### config.mk
export PLATFORM = sky130hd
export DESIGN_NAME = mux_scan_ctrl_flat
export DESIGN_NICKNAME = d
export VERILOG_FILES = /design/src/rtl/mux_scan_if.sv /design/src/rtl/mux_scan_ctrl.sv /design/src/flat_wrapper.sv
export SDC_FILE = /design/constraint.sdc
export NUM_CORES = 1
export LEC_CHECK = 0
export ABC_AREA = 1
export CORE_MARGIN = 4
export CORE_UTILIZATION = 32
export DETAILED_ROUTE_END_ITERATION = 6
export HOLD_SLACK_MARGIN = 0.1
export PLACE_DENSITY_LB_ADDON = 0.12
export SLEW_MARGIN = 20
export SYNTH_ARGS = -nofsm -noshare
export SYNTH_HDL_FRONTEND = slang
export SYNTH_SLANG_ARGS = --single-unit
export TNS_END_PERCENT = 20
### constraint.sdc
create_clock -name clk -period 1.7 [get_ports clk]
set_input_delay 0.255 -clock clk [delete_from_list [all_inputs] [get_ports clk]]
set_output_delay 0.255 -clock clk [all_outputs]
set_load 0.02 [all_outputs]
### src/rtl/mux_scan_if.sv
// -----------------------------------------------------------------------------
// mux_scan_if
// Groups the signals between the system controller, the 4:1 mux and the scan
// controller.
//   start      : request a scan (controller -> scan ctrl)
//   ch_en[3:0] : channel enable mask, bit k enables mux input k
//   continuous : re-scan automatically after each done
//   abort      : terminate the scan in progress
//   y          : mux output fed back to the scan controller
//   sel[1:0]   : mux select driven by the scan controller
//   sel_valid  : sel is driving an active scan channel
//   busy       : a scan is in progress (dwell or done)
//   done       : one-cycle pulse, result updated this cycle
//   err        : one-cycle pulse, start accepted with an empty mask
//   result[3:0]: packed samples, disabled channels read 0
// Modports: master = system controller / mux side, slave = scan controller.
// -----------------------------------------------------------------------------
interface mux_scan_if;
  logic       start;
  logic [3:0] ch_en;
  logic       continuous;
  logic       abort;
  logic       y;
  logic [1:0] sel;
  logic       sel_valid;
  logic       busy;
  logic       done;
  logic       err;
  logic [3:0] result;

  modport master (
    output start, ch_en, continuous, abort, y,
    input  sel, sel_valid, busy, done, err, result
  );

  modport slave (
    input  start, ch_en, continuous, abort, y,
    output sel, sel_valid, busy, done, err, result
  );
endinterface

### src/rtl/mux_scan_ctrl.sv
// -----------------------------------------------------------------------------
// mux_scan_ctrl
// Scan controller placed upstream of a 4:1 mux. It drives the mux select,
// dwells DWELL cycles on every enabled channel in ascending order, samples the
// mux output on the last dwell cycle and packs the samples into a 4-bit result.
// Single-shot or continuous round-robin scanning, start/busy/done handshake.
//
// Ports:
//   clk   : system clock, rising edge
//   rst_n : asynchronous active-low reset
//   bus   : mux_scan_if.slave (start, ch_en, continuous, abort, y in;
//           sel, sel_valid, busy, done, err, result out)
//
// Parameters:
//   DWELL   : cycles spent on each enabled channel (1..15, 3..15 with MAJ)
//   DWELL_W : dwell counter width, must hold DWELL-1
//
// Build option:
//   MUX_SCAN_MAJ_EN : when defined, each channel bit is the majority of the
//                     samples taken on the last three dwell cycles.
// -----------------------------------------------------------------------------
module mux_scan_ctrl #(
  parameter int DWELL   = 4,
  parameter int DWELL_W = 4
) (
  input logic       clk,
  input logic       rst_n,
  mux_scan_if.slave bus
);

  typedef enum logic [1:0] {S_IDLE, S_DWELL, S_DONE} state_e;

  localparam logic [DWELL_W-1:0] CNT_LAST = DWELL_W'(DWELL - 1);

  // Index of the lowest set bit; 0 for an empty mask (callers guard that case).
  function automatic logic [1:0] lowest_en(input logic [3:0] m);
    lowest_en = 2'd0;
    for (int k = 3; k >= 0; k--) begin
      if (m[k]) lowest_en = 2'(k);
    end
  endfunction

  state_e             state_q, state_d;
  logic [1:0]         ch_q, ch_d;
  logic [DWELL_W-1:0] cnt_q, cnt_d;
  logic [3:0]         mask_q, mask_d;
  logic [3:0]         shadow_q, shadow_d;
  logic [3:0]         result_q, result_d;
  logic               err_q, err_d;

  logic       dwell_end;
  logic [3:0] above;
  logic       sample;

  assign dwell_end = (state_q == S_DWELL) && (cnt_q == CNT_LAST);
  // Enabled channels strictly above the current one; disabled ones are skipped.
  assign above     = mask_q & (4'b1110 << ch_q);

`ifdef MUX_SCAN_MAJ_EN
  localparam logic [DWELL_W-1:0] CNT_MAJ0 = DWELL_W'(DWELL - 3);
  localparam logic [DWELL_W-1:0] CNT_MAJ1 = DWELL_W'(DWELL - 2);

  logic [1:0] maj_q, maj_d;

  always_comb begin
    maj_d = maj_q;
    if (state_q == S_DWELL) begin
      if (cnt_q == CNT_MAJ0) maj_d[0] = bus.y;
      if (cnt_q == CNT_MAJ1) maj_d[1] = bus.y;
    end
  end

  always_ff @(posedge clk or negedge rst_n) begin
    if (!rst_n) maj_q <= 2'b00;
    else        maj_q <= maj_d;
  end

  assign sample = (maj_q[0] & maj_q[1]) | (maj_q[0] & bus.y) | (maj_q[1] & bus.y);
`else
  assign sample = bus.y;
`endif

  // FSM: state register
  // NOTE: sequential state uses non-blocking assignments so every register
  // samples the pre-edge values, independent of process ordering.
  always_ff @(posedge clk or negedge rst_n) begin
    if (!rst_n) state_q <= S_IDLE;
    else        state_q <= state_d;
  end

  // FSM: next state. abort outranks everything except start in IDLE.
  // NOTE: every comb output gets a default first so no path infers a latch.
  always_comb begin
    state_d = state_q;
    unique case (state_q)
      S_IDLE:  if (bus.start && (bus.ch_en != 4'b0000)) state_d = S_DWELL;
      S_DWELL: begin
        if (bus.abort)                            state_d = S_IDLE;
        else if (dwell_end && (above == 4'b0000)) state_d = S_DONE;
      end
      S_DONE:  begin
        if (bus.abort)           state_d = S_IDLE;
        else if (bus.continuous) state_d = S_DWELL;
        else                     state_d = S_IDLE;
      end
      default: state_d = S_IDLE;
    endcase
  end

  // FSM: outputs decoded from the registered state
  always_comb begin
    bus.sel       = (state_q == S_IDLE) ? 2'b00 : ch_q;
    bus.sel_valid = (state_q == S_DWELL);
    bus.busy      = (state_q != S_IDLE);
    bus.done      = (state_q == S_DONE);
  end

  assign bus.err    = err_q;
  assign bus.result = result_q;

  // Datapath next-state: channel pointer, dwell counter, mask, samples.
  always_comb begin
    ch_d     = ch_q;
    cnt_d    = cnt_q;
    mask_d   = mask_q;
    shadow_d = shadow_q;
    result_d = result_q;
    err_d    = 1'b0;
    unique case (state_q)
      S_IDLE: begin
        if (bus.start) begin
          if (bus.ch_en == 4'b0000) begin
            err_d = 1'b1;
          end else begin
            mask_d   = bus.ch_en;
            shadow_d = 4'b0000;
            ch_d     = lowest_en(bus.ch_en);
            cnt_d    = '0;
          end
        end
      end
      S_DWELL: begin
        if (!bus.abort) begin
          if (dwell_end) begin
            shadow_d[ch_q] = sample;
            if (above != 4'b0000) begin
              ch_d  = lowest_en(above);
              cnt_d = '0;
            end else begin
              // Publish including the sample captured on this same edge.
              result_d = shadow_d;
            end
          end else begin
            cnt_d = cnt_q + 1'b1;
          end
        end
      end
      S_DONE: begin
        // Continuous rescans reuse the mask latched at the original start.
        if (!bus.abort && bus.continuous) begin
          ch_d     = lowest_en(mask_q);
          cnt_d    = '0;
          shadow_d = 4'b0000;
        end
      end
      default: ;
    endcase
  end

  // NOTE: all datapath registers are few and control-relevant, so every one
  // of them is reset; there is no storage array that could skip reset.
  always_ff @(posedge clk or negedge rst_n) begin
    if (!rst_n) begin
      ch_q     <= 2'b00;
      cnt_q    <= '0;
      mask_q   <= 4'b0000;
      shadow_q <= 4'b0000;
      result_q <= 4'b0000;
      err_q    <= 1'b0;
    end else begin
      ch_q     <= ch_d;
      cnt_q    <= cnt_d;
      mask_q   <= mask_d;
      shadow_q <= shadow_d;
      result_q <= result_d;
      err_q    <= err_d;
    end
  end

endmodule

### src/flat_wrapper.sv
// flat-port wrapper written by rule: the top's interface ports become plain ports
module mux_scan_ctrl_flat 
#(
  parameter int DWELL   = 4,
  parameter int DWELL_W = 4
)
  (clk, rst_n, bus_start, bus_ch_en, bus_continuous, bus_abort, bus_y, bus_sel, bus_sel_valid, bus_busy, bus_done, bus_err, bus_result);
  mux_scan_if bus_i ();
  input logic clk;
  input logic rst_n;
  input wire logic [$bits(bus_i.start)-1:0] bus_start;
  input wire logic [$bits(bus_i.ch_en)-1:0] bus_ch_en;
  input wire logic [$bits(bus_i.continuous)-1:0] bus_continuous;
  input wire logic [$bits(bus_i.abort)-1:0] bus_abort;
  input wire logic [$bits(bus_i.y)-1:0] bus_y;
  output wire logic [$bits(bus_i.sel)-1:0] bus_sel;
  output wire logic [$bits(bus_i.sel_valid)-1:0] bus_sel_valid;
  output wire logic [$bits(bus_i.busy)-1:0] bus_busy;
  output wire logic [$bits(bus_i.done)-1:0] bus_done;
  output wire logic [$bits(bus_i.err)-1:0] bus_err;
  output wire logic [$bits(bus_i.result)-1:0] bus_result;
  assign bus_i.start = bus_start;
  assign bus_i.ch_en = bus_ch_en;
  assign bus_i.continuous = bus_continuous;
  assign bus_i.abort = bus_abort;
  assign bus_i.y = bus_y;
  assign bus_sel = bus_i.sel;
  assign bus_sel_valid = bus_i.sel_valid;
  assign bus_busy = bus_i.busy;
  assign bus_done = bus_i.done;
  assign bus_err = bus_i.err;
  assign bus_result = bus_i.result;
  mux_scan_ctrl #(.DWELL(DWELL), .DWELL_W(DWELL_W)) u_core (.clk(clk), .rst_n(rst_n), .bus(bus_i));
endmodule
# --- Word-level counts from Yosys, hierarchy flattened ---
# Cells that the tools add are included.
totals:
  ff_bits: 21
  latchBits: 0
  ramBits: 0
  romBits: 0
  in_bits: 10
  output_inout_bits: 10
  memories: 0
classes:
  n_addsub: 1
  n_mul: 0
  div_mod_pow: 0
  n_lt_le_gt_ge: 2
  eq_ne: 12
  shift: 1
  muxes: 42
  n_bitwise: 4
  n_reduce_logical: 19
ops:
  columns: ["op", "n"]
  rows:
  - ["$mux 2", 23]
  - ["$mux 4", 8]
  - ["$pmux 4 s3", 2]
  - ["$pmux 2 s3", 2]
  - ["$reduce_and 6->1", 2]
  - ["$logic_not 4->1", 2]
  - ["$ne 2x1->1 const B", 4]
  - ["$reduce_bool 4->1", 2]
  - ["$reduce_and 7->1", 1]
  - ["$ne 2x2->1 const B", 3]
  - ["$logic_and 1x1->1", 5]
  - ["$mux 1", 5]
  - ["$add 4x1->4 const B", 1]
  - ["$and 4x4->4", 1]
  - ["$bwmux 4", 1]
  - ["$eq 4x2->1 const B", 1]
  - ["$reduce_and 4->1", 1]
  - ["$shl 4x2->4 const A", 1]
  - ["$lt 2x3->1 const B", 1]
  - ["$ne 3x2->1 const B", 1]
  - ["$ne 3x3->1 const B", 1]
  - ["$not 1->1", 3]
  - ["$reduce_and 3->1", 1]
  - ["$reduce_bool 3->1", 1]
  - ["other kinds (8)", 8]

# --- Longest topological paths before layout ---
# Gate-level depths: netlist of run 1.
logic_depth:
  ltp_word: 10
  mapped_depth: 10
  ltp_nobuf: 10

# --- Worst setup path before layout of run 1 ---
# Ideal clock, no wire load.
synth_path:
  path_type: "reg-to-reg"
  from: "register u_core.state_q[1]"
  to: "register u_core.cnt_q[2]"
  arrival_time_ns: 1.570
  required_ns: 1.583
  slack_ns: 0.013
  stages_incl_launch_ff: 9
  n_path_buf: 1
  synth_period_minus_slack_ns: 1.687
  cell_sequence: "dfrtp_1 inv_1 ha_1 buf_6 nor3_1 nor3_4 nand2_2 nand2_1 nand2_1"
synth_via:
  elab_chain_len: 5
  word_cells_on_any_way: 14
  cone_classes: "7 x eq/ne; 3 x mux; 4 x reduce/logical"
synth_rtl:
  columns: ["element", "line_no", "source"]
  rows:
  - ["start: declaration", "mux_scan_ctrl.sv:43", "state_e state_q, state_d;"]
  - ["start signal: assignment", "mux_scan_ctrl.sv:88", "else state_q <= state_d;"]
  - ["$eq 2x1->1 *", null, null]
  - ["via bus_sel_valid", "flat_wrapper.sv:17", "output wire logic [$bits(bus_i.sel_valid)-1:0] bus_sel_valid;"]
  - ["$logic_and 1x1->1", "mux_scan_ctrl.sv:55", "assign dwell_end = (state_q == S_DWELL) && (cnt_q == CNT_LAST);"]
  - ["$mux 4", "mux_scan_ctrl.sv:144", "if (dwell_end) begin"]
  - ["$mux 4", "mux_scan_ctrl.sv:143", "if (!bus.abort) begin"]
  - ["$pmux 4 s3", "mux_scan_ctrl.sv:129", "unique case (state_q)"]
  - ["end signal: assignment", "mux_scan_ctrl.sv:182", "cnt_q <= cnt_d;"]
  - ["end: declaration", "mux_scan_ctrl.sv:45", "logic [DWELL_W-1:0] cnt_q, cnt_d;"]
# Mark *: on every way through the listed nets, which the timed path passes. The rest lies on a longest branch. The select of a mux whose other input is x is not followed.
# A chain may end at the register's enable or synchronous reset.

# --- Worst setup path after layout of run 1 ---
layout_path:
  from: "register u_core.state_q[1]"
  to: "output port bus_sel_valid"
layout_via:
  elab_chain_len: 1
layout_rtl:
  columns: ["element", "line_no", "source"]
  rows:
  - ["$eq 2x1->1", "mux_scan_ctrl.sv:113", "bus.sel_valid = (state_q == S_DWELL);"]
  - ["end: declaration", "flat_wrapper.sv:17", null]
# No other way between the ends.

==> qor.csv, run 1 <==
metric;value;unit
outcome;finished clean;
ys_types;26;
slowest_delay;400;ps
hold_viol_final;0;
track_usage;0.132;
route.detailed.drc;0;
dp_slack;-62.4;ps
worstRegToRegCells;10;
peakVddDrop;0.759;mV
dieArea;5200;um2
period_share;0.959;
cts_max_path_buffers;2;
dpl_cell_area;1670;um2
drtPass1Iterations;4;
synth_top_family_by_area;simple AND/OR/NAND/NOR gates;
crit_family;buffers and inverters;
period_minus_slack;1630;ps
drive_above_1_share;0.233;
dpl.hpwl;2440;um
nets;235;
finalWorstSetupSlack;69.5;ps
synth_top_area_frac;0.400;
synth_nets;193;
ys_ff_latch;21;
yosysTopAreaCell;dfrtp_1;
numClockSinks;21;
rsz0062_at_grt;false;
power_density;1660;nW/um2
clk_pin_slew_worst_paths;80;ps
cts_buffers;3;
vias_per_cell;4.72;
finalSetupViolCount;0;
multiInputGateArea;738;um2
max_slew_margin;0.809;
synth_edf_count;0;
ys_seq_area_frac;0.400;
place_inst;262;
fin_area;1770;um2
grt_pass1_vias;1202;
critPathBufInv;2;
grt_use_met2;0.202;
antenna_found_initial;0;
crit_type;reg2out;
grt_max_degree;22;
synth_compound_area_frac;0.0818;
antenna_left;0;
diodes;0;
synth_fa_ha_area_frac;0.0476;
io_buffers;19;
cts_tree;built;
avgSynthCellArea;7.39;um2
synth.most_common_cell;nand2_1;
final-instance-count-excl-fill;269;
gp_congestion;0.816;
syn_inst;178;
ctsHoldBuffers;0;
top_usage_layer;met2;
worstHoldPathType;in2async;
drtIter0Drc;66;
ys_warn_count;0;
drv_cap;0;
use_met1;0.184;
ys_async_sr_fraction;1.00;
insertion_delay;260;ps
cp.required;1440;ps
synth_xor_area_frac;0.0133;
grt_pass1_wl;5500;um
synth_area_leaders;dfrtp_1 (40%), nand2_1 (15%), nor2_1 (7.7%);
path_cells;inv_2 > ha_2 > dlygate4sd2_1;
dominantRegCellSynth;dfrtp_1;
worst_ep_arrival_time;1380;ps
clock_skew;2.11;ps
worst_pin_slew;283;ps
cp-start-kind;register;
coreArea;4000;um2
vias;1269;
synth.cells.most_frequent;nand2_1 (53), nor2_1 (27), dfrtp_1 (21), nand3_1 (14), inv_1 (12);
drv_slew;0;
root_buffer;clkbuf_8;
endpoint_kind;primary output;
nFillCells;400;
crit_fanout;6;
die-width;72.1;um
io_pins;20;
syn_to_final_growth;34.5;%
regArea;526;um2
clock.fmax;613;MHz
wire_per_inst;11.9;um
wl;3210;um
die_y;72.1;um
p_leak;0.871;nW
synthMuxAreaShare;0.00856;
crit_path_top_delay_cell;dfrtp_1;
htreeDepth;1;
crit_cells;3;
grt-ovfl-total;0;
syn_area;1320;um2
grt.met3_usage;0.0305;
start_util;0.329;
yosys.area_share.simple;0.385;
fp-row-count;23;
## timing repair
item                       4_1_cts  5_1_grt
hold endpoints to repair         0        0
buffers inserted                 0        3
setup endpoints to repair       13       16
resized for setup                9        9
pin swaps                        0        1
## final cells by class
cell class	count	share of cell area
repair buffers	39	0.190
clock buffers	4	0.0255
multi-input cells	140	0.417
flip-flops and latches	21	0.297
inverters	15	0.0347
well taps	50	0.0354
## layer usage
| layer | part of all wire | up-vias |
|---|---|---|
| met5 | 0 | - |
| met4 | 0.011 | 0 |
| met3 | 0.041 | 5 |
| met2 | 0.47 | 24 |
| met1 | 0.48 | 590 |
| li1 | - | 650 |
## power by group
group / total [mW] / leakage, nW / internal, mW / switching (mW)
sequential: 0.785 / 0.278 / 0.650 / 0.135
clock: 0.336 / 0.0228 / 0.167 / 0.169
combinational: 1.82 / 0.571 / 0.778 / 1.04
total: 2.94 / 0.871 / 1.60 / 1.34
## final timing paths
kind,startpoint,to,slack [ps]
max in group asynchronous,rst_n,u_core.shadow_q[3],1130
min reg2reg,u_core.shadow_q[3],u_core.shadow_q[3],480
max,u_core.state_q[1],bus_sel_valid,70
max reg2reg,u_core.state_q[1],u_core.shadow_q[0],120
min,rst_n,u_core.ch_q[1],340
min in group clk,u_core.shadow_q[3],u_core.shadow_q[3],480
## worst register-to-register path: cells and delay by family, from the launching register on
kind                       cells  cell delay [ps]
and+or+nand+nor                6              540
adders and majority gates      1              190
DFF                            1              380
buffers and inverters          3              360
## state kept, by name (all words and copies together) (netlist names)
| register | cells |
|---|---|
| u_core.mask_q | 4 |
| u_core.bus.err | 1 |
| u_core.cnt_q | 4 |
| u_core.shadow_q | 4 |
| u_core.ch_q | 2 |
| u_core.bus.result | 4 |
| u_core.state_q | 2 |
## cell usage in the layout (no fill, tap or decap), drive strengths merged
cell           synthesis  final
nand2                 64     64
nor2                  29     29
dfrtp                 21     21
buf                    2     20
nand3                 15     15
clkdlybuf4s50          0     14
inv                   14     14
o21ai                 11     11
a21oi                  9      9
clkbuf                 0      5
ha                     5      5
dlygate4sd2            0      2
clkdlybuf4s15          0      2
nor3                   2      2
clkinv                 1      1
xnor2                  1      1
nand3b                 1      1
nand4                  1      1
mux2                   1      1
xor2                   1      1
## cells by family after synthesis
family,after synthesis
multiplexers,1
buffers and inverters,17
AO/OA/AOI/OAI,20
adder cells (fa/ha/maj),5
AND/OR/NAND/NOR,112
flip-flops,21
XOR/XNOR,2
## stage by stage
step | hold WS [ps] | power (mW) | util | setup TNS (ps)
floorplan | -40.6 | 1.91 | - | 0
global placement | 470 | 2.45 | 0.418 | -138
detailed placement | 464 | 2.46 | 0.418 | -500
CTS | 345 | 2.82 | 0.432 | -13.0
global route | 358 | 3.22 | 0.442 | 0
finish | 341 | 2.94 | 0.442 | 0
Note: power is estimated with default switching activity, not from simulation.
==> run 2, diff against run 1 <==
--- a/config.mk
+++ b/config.mk
@@ -9,6 +9,7 @@
 export CORE_MARGIN = 4
 export CORE_UTILIZATION = 32
 export DETAILED_ROUTE_END_ITERATION = 6
+export GPL_ROUTABILITY_DRIVEN = 0
 export HOLD_SLACK_MARGIN = 0.1
 export PLACE_DENSITY_LB_ADDON = 0.12
 export SLEW_MARGIN = 20
==> results of run 2 <==
The final DEF is identical to that of run 1; final timing and power are the same.
==> run 3, diff against run 2 <==
--- a/config.mk
+++ b/config.mk
@@ -8,6 +8,7 @@
 export ABC_AREA = 1
 export CORE_MARGIN = 4
 export CORE_UTILIZATION = 32
+export CTS_CLUSTER_DIAMETER = 40
 export DETAILED_ROUTE_END_ITERATION = 6
 export GPL_ROUTABILITY_DRIVEN = 0
 export HOLD_SLACK_MARGIN = 0.1
==> results of run 3 <==
The final DEF is identical to that of run 1; final timing and power are the same.
